==> config.mk <==
export PLATFORM = sky130hd
export DESIGN_NAME = cache_refill_ctrl
export DESIGN_NICKNAME = d
export VERILOG_FILES = /design/src/rtl/cache_refill_ctrl.sv
export SDC_FILE = /design/constraint.sdc
export NUM_CORES = 1
export LEC_CHECK = 0
export CORE_AREA = 10 10 229 231
export DETAILED_ROUTE_END_ITERATION = 16
export DIE_AREA = 0 0 239 241
export SLEW_MARGIN = 20
export SYNTH_ARGS = -nofsm -noshare
export SYNTH_HDL_FRONTEND = slang
export SYNTH_SLANG_ARGS = --single-unit
==> constraint.sdc <==
create_clock -name CLK -period 11.3 [get_ports CLK]
set_clock_uncertainty 0.15 [all_clocks]
set_input_delay 1.13 -clock CLK [delete_from_list [all_inputs] [get_ports CLK]]
set_output_delay 1.13 -clock CLK [all_outputs]
set_load 0.01 [all_outputs]
==> src/rtl/cache_refill_ctrl.sv <==
// Cache line refill controller: optional dirty-victim write-back, line read, one-cycle install.
// Define CACHE_REFILL_PERF_EN to add saturating miss_cnt / wb_cnt performance counters.
module cache_refill_ctrl #(
    parameter int unsigned ADDR_W     = 32,
    parameter int unsigned LINE_WORDS = 4
) (
    input  logic                         CLK,
    input  logic                         RST,
    input  logic                         miss,
    input  logic                         mem_wb,
    input  logic [ADDR_W-1:0]            addr,
    input  logic [ADDR_W-1:0]            wb_addr,
    input  logic [LINE_WORDS-1:0][31:0]  wb_words,
    output logic                         update,
    output logic [LINE_WORDS-1:0][31:0]  words,
    output logic                         stall,
    output logic                         mem_req,
    output logic                         mem_we,
    output logic [ADDR_W-1:0]            mem_addr,
    output logic [LINE_WORDS-1:0][31:0]  mem_wdata,
    input  logic                         mem_ack,
    input  logic [LINE_WORDS-1:0][31:0]  mem_rdata
`ifdef CACHE_REFILL_PERF_EN
    ,
    output logic [31:0]                  miss_cnt,
    output logic [31:0]                  wb_cnt
`endif
);

    typedef enum logic [1:0] {StIdle, StWriteback, StFill, StUpdate} state_e;

    state_e                        state_q, state_d;
    logic [ADDR_W-5:0]             line_q;
    logic [ADDR_W-5:0]             wb_line_q;
    logic [LINE_WORDS-1:0][31:0]   wb_data_q;
    logic [LINE_WORDS-1:0][31:0]   buf_q;
    logic                          capture_miss;
    logic                          capture_fill;
    logic                          wb_done;

    // Offset bits within a line are never needed.
    logic unused_offsets;
    assign unused_offsets = ^{addr[3:0], wb_addr[3:0]};

    always_comb begin
        state_d      = state_q;
        capture_miss = 1'b0;
        capture_fill = 1'b0;
        wb_done      = 1'b0;
        update       = 1'b0;
        mem_req      = 1'b0;
        mem_we       = 1'b0;
        mem_addr     = '0;
        unique case (state_q)
            StIdle: begin
                if (miss) begin
                    capture_miss = 1'b1;
                    state_d      = mem_wb ? StWriteback : StFill;
                end
            end
            StWriteback: begin
                mem_req  = 1'b1;
                mem_we   = 1'b1;
                mem_addr = {wb_line_q, 4'b0000};
                if (mem_ack) begin
                    wb_done = 1'b1;
                    state_d = StFill;
                end
            end
            StFill: begin
                mem_req  = 1'b1;
                mem_addr = {line_q, 4'b0000};
                if (mem_ack) begin
                    capture_fill = 1'b1;
                    state_d      = StUpdate;
                end
            end
            StUpdate: begin
                update  = 1'b1;
                state_d = StIdle;
            end
            default: state_d = StIdle;
        endcase
    end

    assign stall     = (state_q != StIdle) || miss;
    assign words     = buf_q;
    assign mem_wdata = wb_data_q;

    always_ff @(posedge CLK or posedge RST) begin
        if (RST) begin
            state_q   <= StIdle;
            line_q    <= '0;
            wb_line_q <= '0;
            wb_data_q <= '0;
            buf_q     <= '0;
        end else begin
            state_q <= state_d;
            if (capture_miss) begin
                line_q <= addr[ADDR_W-1:4];
                if (mem_wb) begin
                    wb_line_q <= wb_addr[ADDR_W-1:4];
                    wb_data_q <= wb_words;
                end
            end
            if (capture_fill) begin
                buf_q <= mem_rdata;
            end
        end
    end

`ifdef CACHE_REFILL_PERF_EN
    logic [31:0] miss_cnt_q, wb_cnt_q;

    always_ff @(posedge CLK or posedge RST) begin
        if (RST) begin
            miss_cnt_q <= '0;
            wb_cnt_q   <= '0;
        end else begin
            if (capture_miss && (miss_cnt_q != 32'hFFFF_FFFF)) begin
                miss_cnt_q <= miss_cnt_q + 32'd1;
            end
            if (wb_done && (wb_cnt_q != 32'hFFFF_FFFF)) begin
                wb_cnt_q <= wb_cnt_q + 32'd1;
            end
        end
    end

    assign miss_cnt = miss_cnt_q;
    assign wb_cnt   = wb_cnt_q;
`endif

endmodule

* Word level (Yosys, flattened, before mapping)
Cells that the tools add are included.
** Cells by class
- Reduce and logical (&&, ||, !) cells :: 6
- Mux-type cells :: 13
- Equality and inequality tests :: 6
** Operators with widths (count)
- $pmux 32 s2 :: 1
- $mux 2 :: 4
- $pmux 2 s4 :: 1
- $mux 1 :: 7
- $ne 2x2->1 const B :: 3
- $eq 2x2->1 const B :: 2
- $reduce_and 3->1 :: 1
- $eq 2x1->1 const B :: 1
- $logic_not 2->1 :: 1
- $reduce_and 2->1 :: 1
- $reduce_bool 2->1 :: 1
- $reduce_or 2->1 :: 1
- $logic_or 1x1->1 :: 1
** Word-level totals
- Register bits after elaboration :: 314
- Output and inout port bits :: 292
- Input bits :: 325
- Word-level logic and storage cells :: 36

* Logic depth before layout (Yosys ltp)
Gate-level depths: netlist of the first run.
- Depth in word-level cells :: 3
- Gate-level depth with buffers :: 6

* Least setup slack after synthesis of the first run
No wires, ideal clock.
- Kind :: flip-flop to output port
- From :: register state_q[1]
- To :: output port mem_addr[21]
- Data arrival time :: 1.461 ns
- Setup slack :: 8.559 ns
- Stages on the path, launching flop included :: 6
- Buffers on the path :: 2
- Cell sequence :: dfrtp_1 inv_1 ha_1 clkbuf_1 clkbuf_1 nor2b_1
** On the way
- Cells in the longest elaborated chain, start to end :: 2
- Elaborated cells between the ends (all ways) :: 3
** Ends and longest elaborated chain
- start: declaration :: line 32 : state_e state_q, state_d;
- start signal: assignment :: line 92 : state_q <= StIdle;
- start signal: assignment :: line 98 : state_q <= state_d;
- $eq 2x2->1 / $eq 2x1->1 (equally long branches) :: line 54 : unique case (state_q)
- $pmux 32 s2 (*) :: line 54
- end: declaration :: line 19 : output logic [ADDR_W-1:0] mem_addr,
Mark *: on every way between the ends. The rest lies on a longest branch, timed or not.

* Worst setup path after layout of the first run
- From :: register state_q[1]
- To :: output port mem_addr[22]
The elaborated chain is that of the path after synthesis.

==> results of run 1 <==
## cells in the mapped netlist (all sizes together)
library cell  number
nor2               1
nand3              1
mux2             312
a22oi             28
mux2i              3
o21ai              2
ha                 6
nor2b             28
nand2b             1
inv                3
nand2              3
dfrtp            314
conb               1
clkbuf             5
buf               41
## critical path: stages, from the launching register on
cell             delay (ns)
dfrtp_1                0.39
inv_1                  0.11
ha_1                   0.95
nor2b_1                0.35
clkdlybuf4s50_1        0.61
## sequential cells by signal (all words and copies together), names as in the netlist
register and cells:
line_q 28, state_q 2, wb_line_q 28, words 128, mem_wdata 128
## routing by layer
layer | vias to the layer above | global-route usage [%]
met5 | - | 0
met4 | 0 | 3.11
met3 | 51 | 6.65
met2 | 329 | 25.6
met1 | 4238 | 15.8
li1 | 3856 | -
## layout make-up
| class | count | area (µm²) | share of cell area [%] |
|---|---|---|---|
| repair buffers | 612 | 6110 | 29.7 |
| multi-input cells | 389 | 4600 | 22.4 |
| diodes | 2 | 5.00 | 0.0244 |
| clock buffers | 57 | 1130 | 5.52 |
| flip-flops and latches | 314 | 7860 | 38.2 |
| well taps | 615 | 769 | 3.74 |
| inverters | 3 | 18.8 | 0.0913 |
| clock inverters | 9 | 55.1 | 0.268 |
## cells in the final DEF, fill, tap and decap left out, types with 2 or more instances in the layout
cell	count
a22oi_1	28
buf_4	7
clkbuf_1	9
clkbuf_16	39
clkbuf_8	9
clkdlybuf4s50_1	604
clkinv_2	6
conb_1	4
dfrtp_1	314
diode_2	2
ha_1	6
inv_1	2
mux2_2	172
mux2_4	140
mux2i_1	3
nor2b_1	28
o21ai_0	2
## logic make-up (layout without fill, tap and decap cells)
group	count (synthesis)	after routing	share of synthesized area [%]
DFF	314	314	61.5
and+or+nand+nor	34	34	1.60
buffers and inverters	49	681	2.65
AOI/OAI and AO/OA	30	30	1.72
other	1	6	0.0294
muxes	315	315	31.9
adders and majority gates	6	6	0.588
## final timing paths
kind	startpoint	endpoint	slack, ns	cells after the start
hold reg to reg	words[32]	words[32]	0.35	1
setup / recovery	state_q[1]	mem_addr[22]	7.06	4
max in group asynchronous	RST	line_q[9]	7.75	4
setup reg to reg	state_q[1]	mem_wdata[97]	7.52	6
hold / removal	words[32]	words[32]	0.35	1
min in group asynchronous	RST	mem_wdata[87]	0.93	2
## report_power, final
group / internal (mW) / switching, mW
Clock: 0.692 / 0.480
Combinational: 1.73 / 1.04
Sequential: 1.70 / 0.303
Total: 4.12 / 1.82
==> metrics.md, run 1 <==
| Metric | Value |
|---|---|
| Outcome | `finished, final reports clean` |
| Iter 0 DRT Violations | `302` |
| Share of layout cells above drive strength 1 | `27.5%` |
| Slew HR | `30.1%` |
| P&R area growth vs syn | `61.0%` |
| Largest net degree at the start of global routing | `104` |
| Worst Setup Start Kind | `register` |
| Worst-margin pin slew | `1.05 ns` |
| Met2 Wirelength | `22.5 mm` |
| Crit Path Class | `register to output pin` |
| Final Hold Viols | `0` |
| Detail Placement HPWL | `33.4 mm` |
| Via density | `4.23` |
| Num CTS Buffers | `38` |
| Die Span X | `239 µm` |
| # hold bufs at CTS | `0` |
| RSZ-0062 raised after global routing | `false` |
| Synth area leader | `dfrtp_1` |
| Row count | `80` |
| Flops & latches, synth | `314` |
| Routed Antenna Nets | `0` |
| Non-filler cells, final | `2001` |
| Final setup violation count | `0` |
| Avg WL per Cell | `22.0 µm` |
| Cell Area, Placed | `19400 µm²` |
| Max H-tree Level | `2` |
| Yosys warns | `0` |
| CP Data Arrival Time | `2.96 ns` |
| Post-Place Cells | `1933` |
| CTS max path bufs | `3` |
| Minimum clock period | `4.24 ns` |
| Mapped Cells | `749` |
| DIE HEIGHT | `241 µm` |
| Clk pin slew, worst setup/hold paths | `0.06 ns` |
| Type of the worst min-delay path | `register to register` |
| DR pass1 iterations | `4` |
| Synth unique cells | `19` |
| Fin Hold WS | `0.352 ns` |
| WL met3 | `4.52 mm` |
| IO buf count | `604` |
| Vias in the first global route | `9283` |
| Final setup margin | `7.06 ns` |
| IR drop worst, VDD | `0.000136 V` |
| Worst-Skew Late Latency | `0.54 ns` |
| Post-CTS Resized | `0` |
| Max cap viols | `0` |
| CTS root buf | `clkbuf_16` |
| Total clock sinks | `314` |
| Total number of vias | `8474` |
| Final slew viol count | `0` |
| Gpl congestion | `0.780` |
| Synth top area share | `61.5%` |
| Power Dens Cells | `289 nW/µm²` |
| Leak pwr | `8.96 nW` |
| CP Capture Type | `output pin` |
| CP required | `10.02 ns` |
| Initial Util | `26.9%` |
| Core Util, Final | `43.2%` |
| Core area | `47500 µm²` |
| CTS tree | `done` |
| Routed WL | `44.1 mm` |
| GR Overflow Total | `0` |
| Initial antenna violation count | `0` |
| Post-route setup TNS | `0 ns` |
| All-Layer GR Usage | `14.5%` |
| Post-route design area | `20600 µm²` |
| CP Max Fanout | `30` |
| Die Footprint | `57600 µm²` |
| Top post-synthesis cells by area | `dfrtp_1 62%, mux2_4 16%, mux2_2 15%` |
| Fillers | `4379` |
| Remaining DRCs | `0` |
| Synthesized area per cell | `17.0 µm²` |
| Fmax | `0.236 GHz` |
| Seq/Total Area, Yosys | `61.5%` |
| Final Power | `5.94 mW` |
| Final Cycle Share | `37.5%` |
| I/O Pins | `617` |
| Post-CTS setup buffers | `0` |
| Place WS | `6.56 ns` |
| Synth Cell Area | `12800 µm²` |
| Highest Signal Layer | `met4` |
| First-pass GRT wire length | `63.2 mm` |
| Metal-1 WL | `16.4 mm` |
| NumNets Final | `1689` |
No activity file was read; power rests on OpenSTA's default activity.
==> inputs of run 2 (changes only) <==
Clock period 11.3 ns to 4.04 ns, I/O delays scaled along.
==> metrics.md, run 2 (synthesis results as in run 1) <==
| Metric | Value |
|---|---|
| Core area | `47500 µm²` |
| Die Footprint | `57600 µm²` |
| Vias in the first global route | `9390` |
| CP Capture Type | `output pin` |
| NumNets Final | `1696` |
| Leak pwr | `9.09 nW` |
| Iter 0 DRT Violations | `361` |
| CTS max path bufs | `3` |
| Num CTS Buffers | `38` |
| I/O Pins | `617` |
| All-Layer GR Usage | `14.7%` |
| Gpl congestion | `0.783` |
| Share of layout cells above drive strength 1 | `28.4%` |
| IO buf count | `604` |
| GR Overflow Total | `0` |
| Final Power | `16.9 mW` |
| Post-CTS Resized | `0` |
| IR drop worst, VDD | `0.000427 V` |
| Worst-Skew Late Latency | `0.52 ns` |
| Final Cycle Share | `83.7%` |
| Slew HR | `38.1%` |
| Most common cell after layout, fill and taps aside | `clkdlybuf4s50_1` |
| Final setup violation count | `0` |
| Outcome | `finished, final reports clean` |
| Type of the worst min-delay path | `input pin to async pin` |
| Via density | `4.23` |
| Detail Placement HPWL | `34.2 mm` |
| Post-route setup TNS | `0 ns` |
| Largest net degree at the start of global routing | `105` |
| Non-filler cells, final | `2008` |
| CP Max Fanout | `22` |
| Worst-margin pin slew | `0.928 ns` |
| Most frequent cells in the layout | `604 x clkdlybuf4s50_1, 314 x dfrtp_1, 172 x mux2_2, 140 x mux2_4, 39 x clkbuf_16` |
| Final slew viol count | `0` |
| Post-Place Cells | `1940` |
| Clk pin slew, worst setup/hold paths | `0.06 ns` |
| Total number of vias | `8489` |
| CP Data Arrival Time | `2.83 ns` |
| R2r setup slk | `1.18 ns` |
| P&R area growth vs syn | `63.0%` |
| CTS tree | `done` |
| Total clock sinks | `314` |
| Avg WL per Cell | `22.0 µm` |
| Power Dens Cells | `814 nW/µm²` |
| DR pass1 iterations | `4` |
| First-pass GRT wire length | `64.0 mm` |
| Routed Antenna Nets | `0` |
| Remaining DRCs | `0` |
| Fmax | `0.296 GHz` |
| Initial Util | `26.9%` |
| Final Hold Viols | `0` |
| Routed WL | `44.1 mm` |
| CTS root buf | `clkbuf_16` |
| Row count | `80` |
| Post-CTS setup buffers | `0` |
| CP required | `3.49 ns` |
| DIE HEIGHT | `241 µm` |
| RSZ-0062 raised after global routing | `false` |
| # hold bufs at CTS | `0` |
| Crit Path Class | `register to output pin` |
| Die Span X | `239 µm` |
| Max H-tree Level | `2` |
| Minimum clock period | `3.38 ns` |
| Initial antenna violation count | `2` |
| Ant diodes | `0` |
| Max cap viols | `0` |
| Worst Setup Start Kind | `register` |
## run 2: cell count changes in the layout (fill, tap and decap cells not counted)
cell / previous run / this run
bufinv_16: 0 / 2
inv_6: 1 / 2
buf_4: 7 / 9
buf_12: 0 / 6
diode_2: 2 / 0
clkinv_2: 6 / 2
buf_6: 1 / 0
inv_8: 1 / 0
clkbuf_1: 9 / 3
clkbuf_8: 9 / 17
clkinvlp_4: 1 / 2
clkinv_4: 1 / 2
## run 2: layer usage
layer | wire (µm) | GRT usage (%) | up-vias
met3 | 5160 | 7.32 | 54
li1 | - | - | 3865
met2 | 22700 | 26.1 | 371
met4 | 674 | 3.36 | 4
met1 | 15600 | 15.4 | 4195
met5 | 22 | 0 | -
## run 2: worst max-delay path, cell delays in order, from the launching register on
cell	delay (ns)
dfrtp_1	0.39
inv_1	0.10
ha_1	0.75
buf_4	0.27
nor2b_1	0.21
clkdlybuf4s50_1	0.57
## run 2: area by class of cell
cell class	instances	area (µm²)
clock buffers	59	1220
clock inverters	9	113
fillers	4374	26700
inverters	3	15.0
multi-input cells	389	4600
flip-flops and latches	314	7860
well taps	615	769
repair buffers	619	6230
## run 2: path summary, 6_finish.rpt
| path | cells past startpoint | startpoint | endpoint |
|---|---|---|---|
| setup / recovery | 5 | state_q[1] | mem_addr[6] |
| hold / removal | 2 | RST | mem_wdata[22] |
| setup reg to reg | 6 | state_q[1] | mem_wdata[96] |
| hold reg to reg | 1 | mem_wdata[96] | mem_wdata[96] |
| max in group asynchronous | 3 | RST | mem_wdata[110] |
| min in group CLK | 2 | mem_rdata[86] | words[86] |
## run 2: power by group
group / switching [mW] / internal [mW]
clock network: 1.34 / 2.21
logic: 2.91 / 4.86
registers: 0.855 / 4.76
total: 5.11 / 11.8
## run 2: metrics by stage
step / setup slack (ns) / utilization, % / cell area [µm²] / hold slack (ns)
finish: 0.660 / 43.8 / 20800 / 0.0873
global route: 0.466 / 43.8 / 20800 / 0.0840
global placement: 1.02 / 41.0 / 19500 / 0.335
CTS: 0.577 / 43.8 / 20800 / 0.0633
floorplan: -0.697 / - / 12800 / 0.330
detailed placement: 0.983 / 41.0 / 19500 / 0.341
==> inputs of run 3 (changes only) <==
Settings changed: CORE_AREA 10 10 229 231 to 10 10 233 235, DIE_AREA 0 0 239 241 to 0 0 243 245.
Clock period 4.04 ns to 2.81 ns, I/O delays scaled along.
==> metrics.md, run 3 (synthesis results as in run 1) <==
| Metric | Value |
|---|---|
| Type of the worst min-delay path | `input pin to register` |
| Row count | `82` |
| Avg WL per Cell | `21.9 µm` |
| Routed WL | `45.8 mm` |
| CTS root buf | `clkbuf_16` |
| Worst-case reg-to-reg path depth | `5` |
| Initial antenna violation count | `2` |
| CP Max Fanout | `27` |
| Die Span X | `243 µm` |
| Num CTS Buffers | `39` |
| Final setup violation count | `0` |
| Final slew viol count | `0` |
| DIE HEIGHT | `245 µm` |
| Remaining DRCs | `0` |
| Gpl congestion | `0.800` |
| Max cap viols | `0` |
| RSZ-0062 raised after global routing | `false` |
| Sw Ratio | `30.6%` |
| IR drop worst, VDD | `0.000504 V` |
| Outcome | `finished, final reports clean` |
| Worst Setup EP | `mem_addr[22]` |
| CP required | `2.38 ns` |
| IO buf count | `604` |
| Post-route design area | `21100 µm²` |
| Most common cell after layout, fill and taps aside | `clkdlybuf4s50_1` |
| Final Hold Viols | `0` |
| Combinational share of power | `46.5%` |
| R2R Path End | `mem_wdata[123]` |
| Leak pwr | `9.43 nW` |
| Cell Area, Placed | `19800 µm²` |
| P&R area growth vs syn | `65.3%` |
| Initial Util | `25.7%` |
| All-Layer GR Usage | `15.0%` |
| Clk pin slew, worst setup/hold paths | `0.06 ns` |
| Crit Path Class | `register to output pin` |
| Total clock sinks | `314` |
| Buf+Inv Stages, Crit Path | `3` |
| NumNets Final | `1715` |
| Fmax | `0.372 GHz` |
| Die Footprint | `59500 µm²` |
| Largest delay share family, worst path | `buffers and inverters` |
| Worst Setup Start Kind | `register` |
| Post-CTS setup buffers | `0` |
| Core area | `49700 µm²` |
| Worst path cell trace | `inv_2, ha_4, buf_12, a22oi_1, nor2b_1, clkdlybuf4s50_1` |
| Vias in the first global route | `9554` |
| Share of layout cells above drive strength 1 | `29.2%` |
| Most frequent cells in the layout | `583 x clkdlybuf4s50_1, 312 x dfrtp_1, 172 x mux2_2, 140 x mux2_4, 39 x clkbuf_16` |
| CTS max path bufs | `3` |
| Total number of vias | `8621` |
| R2r setup slk | `0.60 ns` |
| Critical path origin | `state_q[1]` |
| Clk pwr share | `20.2%` |
| I/O Pins | `617` |
| Crit-path slowest cell | `clkdlybuf4s50_1` |
| CTS tree | `done` |
| Part of the power in registers | `33.3%` |
| DR pass1 iterations | `4` |
| Max H-tree Level | `2` |
| Final Cycle Share | `95.7%` |
| Final Power | `24.4 mW` |
| Iter 0 DRT Violations | `306` |
| Routed Antenna Nets | `0` |
| Sw power | `7.45 mW` |
| R2R Path Start | `state_q[1]` |
| Power Dens Cells | `1150 nW/µm²` |
| Detail Placement HPWL | `36.1 mm` |
| Critical path depth in cells | `6` |
| Internal power | `16.9 mW` |
| First-pass GRT wire length | `67.7 mm` |
| Via density | `4.13` |
| Slowest Stage Delay on Critical Path | `0.57 ns` |
| GR Overflow Total | `0` |
| CP Capture Type | `output pin` |
| Worst-Skew Late Latency | `0.52 ns` |
| Largest net degree at the start of global routing | `71` |
| CP Data Arrival Time | `2.26 ns` |
| Minimum clock period | `2.69 ns` |
## run 3: cell count changes in the layout (fill, tap and decap cells not counted), moves of 8 or more
cell / delta
buf_12: +8
clkbuf_1: +8
buf_4: +9
dlymetal6s2s_1: +14
clkdlybuf4s50_1: -21
clkbuf_8: -8
## run 3: cell type report
class | instances | area, µm²
multi-input combinational | 389 | 4630
inverter | 3 | 15.0
clock inverter | 10 | 116
sequential | 314 | 7860
fill | 4632 | 28500
timing repair buffer | 637 | 6500
antenna | 2 | 5.00
tap | 672 | 841
clock buffer | 59 | 1140
## run 3: worst min-delay path by stage
stage,from,endpoint,cells past startpoint
2_1_floorplan,wb_words[0],mem_wdata[0],1
3_3_place_gp,words[9],words[9],1
3_5_place_dp,mem_wdata[66],mem_wdata[66],1
4_1_cts,wb_words[117],mem_wdata[117],2
5_1_grt,wb_words[49],mem_wdata[49],2
6_report,wb_words[61],mem_wdata[61],2
## run 3: what timing repair did
action | 4_1_cts | 5_1_grt
endpoints found under the hold margin | 10 | 0
hold buffers | 1 | 0
endpoints found under the setup margin | 28 | 21
gates resized for setup | 17 | 16
## run 3: metal layers
layer | GRT usage [%] | share of wire [%] | vias to the layer above
li1 | - | - | 3925
met5 | 0 | 0 | -
met3 | 6.51 | 9.8 | 50
met1 | 16.7 | 38 | 4302
met2 | 25.7 | 51 | 344
met4 | 4.02 | 1.5 | 0
## run 3: worst reg2reg max path, delay by kind of cell, from the launching register on
kind	cells	cell delay, ns
AND/OR/NAND/NOR	1	0.41
adder cells (fa/ha/maj)	1	0.28
flip-flops	1	0.45
multiplexers	1	0.33
buffers and inverters	2	0.49
## run 3: power groups by stage
stage / clock [mW] / combinational (mW) / sequential [mW]
finish: 4.92 / 11.3 / 8.13
global route: 5.30 / 12.0 / 8.44
CTS: 5.11 / 11.6 / 8.14
detailed placement: 0 / 11.5 / 8.16
global placement: 0 / 11.4 / 8.10
floorplan: 0 / 4.39 / 8.87
## run 3: through the flow
step	hold slack [ns]	util [%]	worst slack (ns)	TNS, ns	instances
finish	0.203	42.5	0.122	0	2086
global route	0.173	42.5	0.00113	0	2086
CTS	0.153	42.4	0.00443	0	2084
detailed placement	0.341	39.8	0.394	0	2014
global placement	0.336	39.8	0.408	0	2014
floorplan	0.280	-	-1.80	-566.42	752
